### config.mk
export PLATFORM = sky130hd
export DESIGN_NAME = tdm_demux
export DESIGN_NICKNAME = d
export VERILOG_FILES = /design/src/rtl/tdm_demux.sv
export SDC_FILE = /design/constraint.sdc
export NUM_CORES = 1
export LEC_CHECK = 0
export CAP_MARGIN = 0
export CORE_ASPECT_RATIO = 0.9
export CORE_MARGIN = 1
export CORE_UTILIZATION = 45
export CTS_CLUSTER_SIZE = 20
export DETAILED_ROUTE_END_ITERATION = 16
export MAX_ROUTING_LAYER = met4
export PLACE_DENSITY_LB_ADDON = 0.1
export SLEW_MARGIN = 20
export SYNTH_ARGS = -nofsm -noshare
export SYNTH_HDL_FRONTEND = slang
export SYNTH_SLANG_ARGS = --single-unit
### constraint.sdc
create_clock -name clk -period 3 [get_ports clk]
set_input_delay 0.9 -clock clk [delete_from_list [all_inputs] [get_ports clk]]
set_output_delay 0.9 -clock clk [all_outputs]
set_load 0.02 [all_outputs]
### src/rtl/tdm_demux.sv
// TDM lane de-interleaver: collects N samples per frame (ch0 marked by in_sof) and
// publishes them as one N*W word over valid/ready. Optional error counter: TDM_DEMUX_ERRCNT_EN.
module tdm_demux #(
    parameter int N = 4,
    parameter int W = 8
) (
    input  logic           clk,
    input  logic           rst,
    input  logic           in_valid,
    input  logic [W-1:0]   in_data,
    input  logic           in_sof,
    output logic [N*W-1:0] out_data,
    output logic           out_valid,
    input  logic           out_ready,
    output logic           err_short,
    output logic           err_overflow
`ifdef TDM_DEMUX_ERRCNT_EN
    ,
    output logic [15:0]    err_count
`endif
);

    localparam int CW = (N > 1) ? $clog2(N) : 1;

    typedef enum logic {HUNT, COLLECT} state_t;

    state_t               state;
    logic [CW-1:0]        ch;
    logic [N-1:0][W-1:0]  staging;
    logic                 last_ch;

    assign last_ch = (ch == CW'(N - 1));

    always_ff @(posedge clk) begin
        if (!rst) begin
            state        <= HUNT;
            ch           <= '0;
            staging      <= '0;
            out_data     <= '0;
            out_valid    <= 1'b0;
            err_short    <= 1'b0;
            err_overflow <= 1'b0;
        end else begin
            err_short    <= 1'b0;
            err_overflow <= 1'b0;
            if (out_valid && out_ready)
                out_valid <= 1'b0;
            if (in_valid) begin
                if (in_sof) begin
                    // An sof mid-frame restarts collection; stale words get overwritten.
                    if (state == COLLECT)
                        err_short <= 1'b1;
                    staging[0] <= in_data;
                    ch         <= CW'(1);
                    state      <= COLLECT;
                end else if (state == COLLECT) begin
                    staging[ch] <= in_data;
                    if (last_ch) begin
                        ch    <= '0;
                        state <= HUNT;
                        // The final sample bypasses staging so the frame publishes one clock after it.
                        if (!out_valid || out_ready) begin
                            out_data  <= {in_data, staging[N-2:0]};
                            out_valid <= 1'b1;
                        end else begin
                            err_overflow <= 1'b1;
                        end
                    end else begin
                        ch <= ch + 1'b1;
                    end
                end
            end
        end
    end

`ifdef TDM_DEMUX_ERRCNT_EN
    logic [16:0] cnt_sum;

    always_comb begin
        cnt_sum = 17'(err_count) + 17'(err_short) + 17'(err_overflow);
    end

    always_ff @(posedge clk) begin
        if (!rst)
            err_count <= '0;
        else
            err_count <= cnt_sum[16] ? '1 : cnt_sum[15:0];
    end
`endif

endmodule

### Word level (Yosys, flattened, before mapping)

Index checks and enable logic that the tools add are counted.

| storage, ports and cells | value |
|---|---|
| bits of input ports | 13 |
| logic and storage cells | 48 |
| flip-flop bits (word level) | 70 |
| output and inout bits | 35 |

| operators by class | value |
|---|---|
| $add $sub $neg | 1 |
| $lt $le $gt $ge | 2 |
| bitwise operators | 5 |
| eq/ne operators | 1 |
| reductions and logical operators | 10 |
| multiplexer cells | 19 |

Operator list:

| kind | count |
|---|---|
| 32-bit bitwise mux | 1 |
| 8-bit two-way mux | 3 |
| 8-bit demux with 2-bit select | 1 |
| 1-bit two-way mux | 11 |
| 2-bit two-way mux | 3 |
| 3-bit AND reduction | 2 |
| 1-bit inverter | 5 |
| 5-bit AND reduction | 1 |
| 5-bit OR reduction | 1 |
| 2-bit by 3-bit < comparator with 1-bit output, second input constant | 1 |
| 2-bit by 1-bit adder with 2-bit output, second input constant | 1 |
| 2-bit equality test, second input constant | 1 |
| 2-bit by 1-bit greater-or-equal comparator with 1-bit output, second input constant | 1 |
| 1-bit logical AND | 2 |
| 2-bit AND reduction | 1 |
| 2-bit nonzero test | 1 |
| 1-bit logical NOT | 1 |
| 1-bit logical OR | 1 |

### Depth between registers and ports, before layout

| logic depth | value |
|---|---|
| depth after elaboration | 7 |
| mapped depth | 5 |
| depth with buffers taken out | 5 |

### Worst setup path before layout

No wires, ideal clock.

| path | value |
|---|---|
| path type | input -> register |
| from | in in_valid |
| to | reg out_data[26] |
| path slack | 1199 ps |
| cell stages on the path | 5 |
| arrival | 1729 ps |
| cells stage by stage | buf_2 > nand4b_4 > nor2_8 > buf_12 > mux2i_1 |

| between the ends | value |
|---|---|
| word-level cells in the longest chain between the ends | 1 |

RTL lines:

| item | line | text |
|---|---|---|
| start, declared | 9 | `input logic in_valid,` |
| 5-bit AND reduction (no line) | -- |  |
| end signal, assigned | 63 | `out_data <= {in_data, staging[N-2:0]};` |
| end, declared | 12 | `output logic [N*W-1:0] out_data,` |

No other way between the ends.
A chain may end at the register's enable or synchronous reset.

### Worst setup path in the final report

| path | value |
|---|---|
| from | reg out_data[28] |
| to | out out_data[28] |

No word-level cell between the ends.

==> metrics.cfg <==
[worst_setup_path]
path_cells = clkdlybuf4s50_1
cp_num_buf_inv = 1
critical_path_class = register to primary output
critPathMaxStageDelay_ps = 620
cp_slowest_cell = clkdlybuf4s50_1
crit_family = buffers and inverters
start_kind = register
crit_arrival_ps = 1310
endpoint_kind = primary output
worstPathMaxFanout = 2
worstPathRequired_ps = 2100

[floorplanning]
coreArea_mm2 = 0.00498
io_pins = 48
die_h_um = 71.2
dieArea_mm2 = 0.00561
start_util_pct = 48.0
core.rowCount = 24
fp.dieW_um = 78.8

[yosys]
syn_area_per_cell_um2 = 10.6
ys_types = 24
yosysSeqAreaShare_pct = 51.9
synth_xor_area_share_pct = 0
synthMuxAreaShare_pct = 23.4
ys_seq_elements = 62
ys_warn_count = 0
netlist_area_mm2 = 0.00239
syn_inst = 226
synth-simple-area-share_pct = 16.2
synth-compound-area-share_pct = 1.73
synthAdderAreaFrac_pct = 2.09
synth_top_family_by_area = multiplexers
syn_nets = 243

[global_route]
grt_usage_pct = 18.5
grt_pass1_wl_um = 7550
grt_pass1_vias = 1667
overflow = 0
antenna_found_initial = 0
grt_max_degree = 33

[clocking]
post-cts-setup-buffers = 0
holdBufCountCts = 0
ctsResizeCount = 0
cts.sink_count = 62
root_buffer = clkbuf_8
tritoncts = built
numCtsBuffers = 9
cts_max_level = 3
clockBufferDepth = 2
clk_pin_slew_ps = 60
worstSkewPairLatency_ps = 330

[flow_run]
maxCapViolCount = 0

[placed_design]
portBuffers = 47
globalplace.congestion = 0.736
dp_hpwl_um = 2840

[routing]
drtAntennaViolNets = 0
route.detailed.wl_per_inst_um = 12.5
vias = 1646
wl_um = 4290
drtPass1Iterations = 4
viasPerCell = 4.78
drc = 0
drtIter0Drc = 56

[pwr]
p_per_area_mw_per_mm2 = 560
power_leakage_nw = 1.27
ir_worst_vdd_uv = 477
p_total_mw = 1.74

[timing]
relSlewSlack_pct = 66.1
setup_violations = 0
min_period_over_period_pct = 73.5
fmax_mhz = 454
maxSlewViolCount = 0
rsz0062_at_grt = false
hold_viol = 0
skew_ps = 6.81
worst_slew_pin_slew_ps = 509
post-route-min-period_ps = 2210
fin_tns_setup_ps = 0

[layout]
regArea_mm2 = 0.00124
antenna_cells = 0
nNetsFinal = 291
fillers = 445
final_common_cell = nand2_1
drive_gt1_share_pct = 8.96
multi_input_area_mm2 = 0.00104
final_cell_mix = nand2_1, dfxtp_1, mux2i_1, clkdlybuf4s50_1, clkbuf_8
syn_to_final_growth_pct = 29.8

[hold_path]
hp-class = register to register

[outcome]
outcome = finished clean

==> report_power, final <==
part | internal [mW] | switching (mW)
logic | 0.0310 | 0.0405
clock network | 0.535 | 0.294
registers | 0.833 | 0.00563
total | 1.40 | 0.340
==> path summary, 6_finish.rpt <==
kind / start / end / slack (ps) / cells past startpoint
max: out_data[28] / out_data[28] / 790 / 1
min: out_data[8] / out_data[8] / 460 / 2
max reg2reg: ch[0] / out_data[4] / 1420 / 5
min reg2reg: out_data[8] / out_data[8] / 460 / 2
==> sequential cells by signal, indices dropped and copies added (netlist names) <==
| signal | cells |
|---|---|
| state | 1 |
| staging | 24 |
| err_overflow | 1 |
| ch | 2 |
| err_short | 1 |
| out_data | 32 |
| out_valid | 1 |
==> Yosys cell counts <==
master	instances	share of area (%)
nand2_4	2	0.94
nand2_2	1	0.26
buf_12	3	2.5
nand2_1	69	11
inv_1	2	0.31
ha_1	4	2.1
and3b_1	1	0.37
nor2_1	2	0.31
a21o_2	1	0.37
buf_4	1	0.31
nor3b_1	1	0.31
mux2i_1	56	23
buf_2	2	0.42
nor2b_1	3	0.79
nor2_8	1	0.84
a21oi_1	1	0.21
nand4b_4	1	0.99
dfxtp_1	62	52
nand3_1	1	0.21
a22oi_1	2	0.63
clkbuf_1	7	1.1
o21ai_0	1	0.21
and2b_1	1	0.31
o211ai_1	1	0.31
==> cell families (layout without fill, tap and decap cells) <==
group                    count (synthesis)  in the layout
AND/OR/NAND/NOR                         83             83
flip-flops                              62             62
multiplexers                            56             56
buffers and inverters                   15             68
AO/OA/AOI/OAI                            6              6
adder cells (fa/ha/maj)                  4              4
==> metal layers <==
metal / vias to the layer above / wire length, µm / global-route usage [%]
met1: 761 / 2030 / 20.9
met2: 38 / 1980 / 28.8
met5: - / 0 / -
li1: 841 / - / -
met4: 0 / 65 / 9.09
met3: 6 / 220 / 7.10
==> metrics by stage <==
stage,hold WS [ps],instances,setup WS [ps],instance area (µm²),utilization [%]
6_report,457,344,795,3100,62.2
4_1_cts,459,344,760,3100,62.2
2_1_floorplan,446,226,1200,2390,-
3_3_place_gp,444,328,600,2870,57.6
3_5_place_dp,446,328,554,2870,57.6
5_1_grt,474,344,713,3100,62.2
==> area by class of cell <==
class	instances	share of cell area (%)
sequential	62	40.0
multi-input combinational	149	33.5
timing repair buffer	50	16.1
clock buffer	13	5.44
tap	65	2.62
clock inverter	3	2.10
inverter	2	0.242
(Power assumes the default switching activity.)
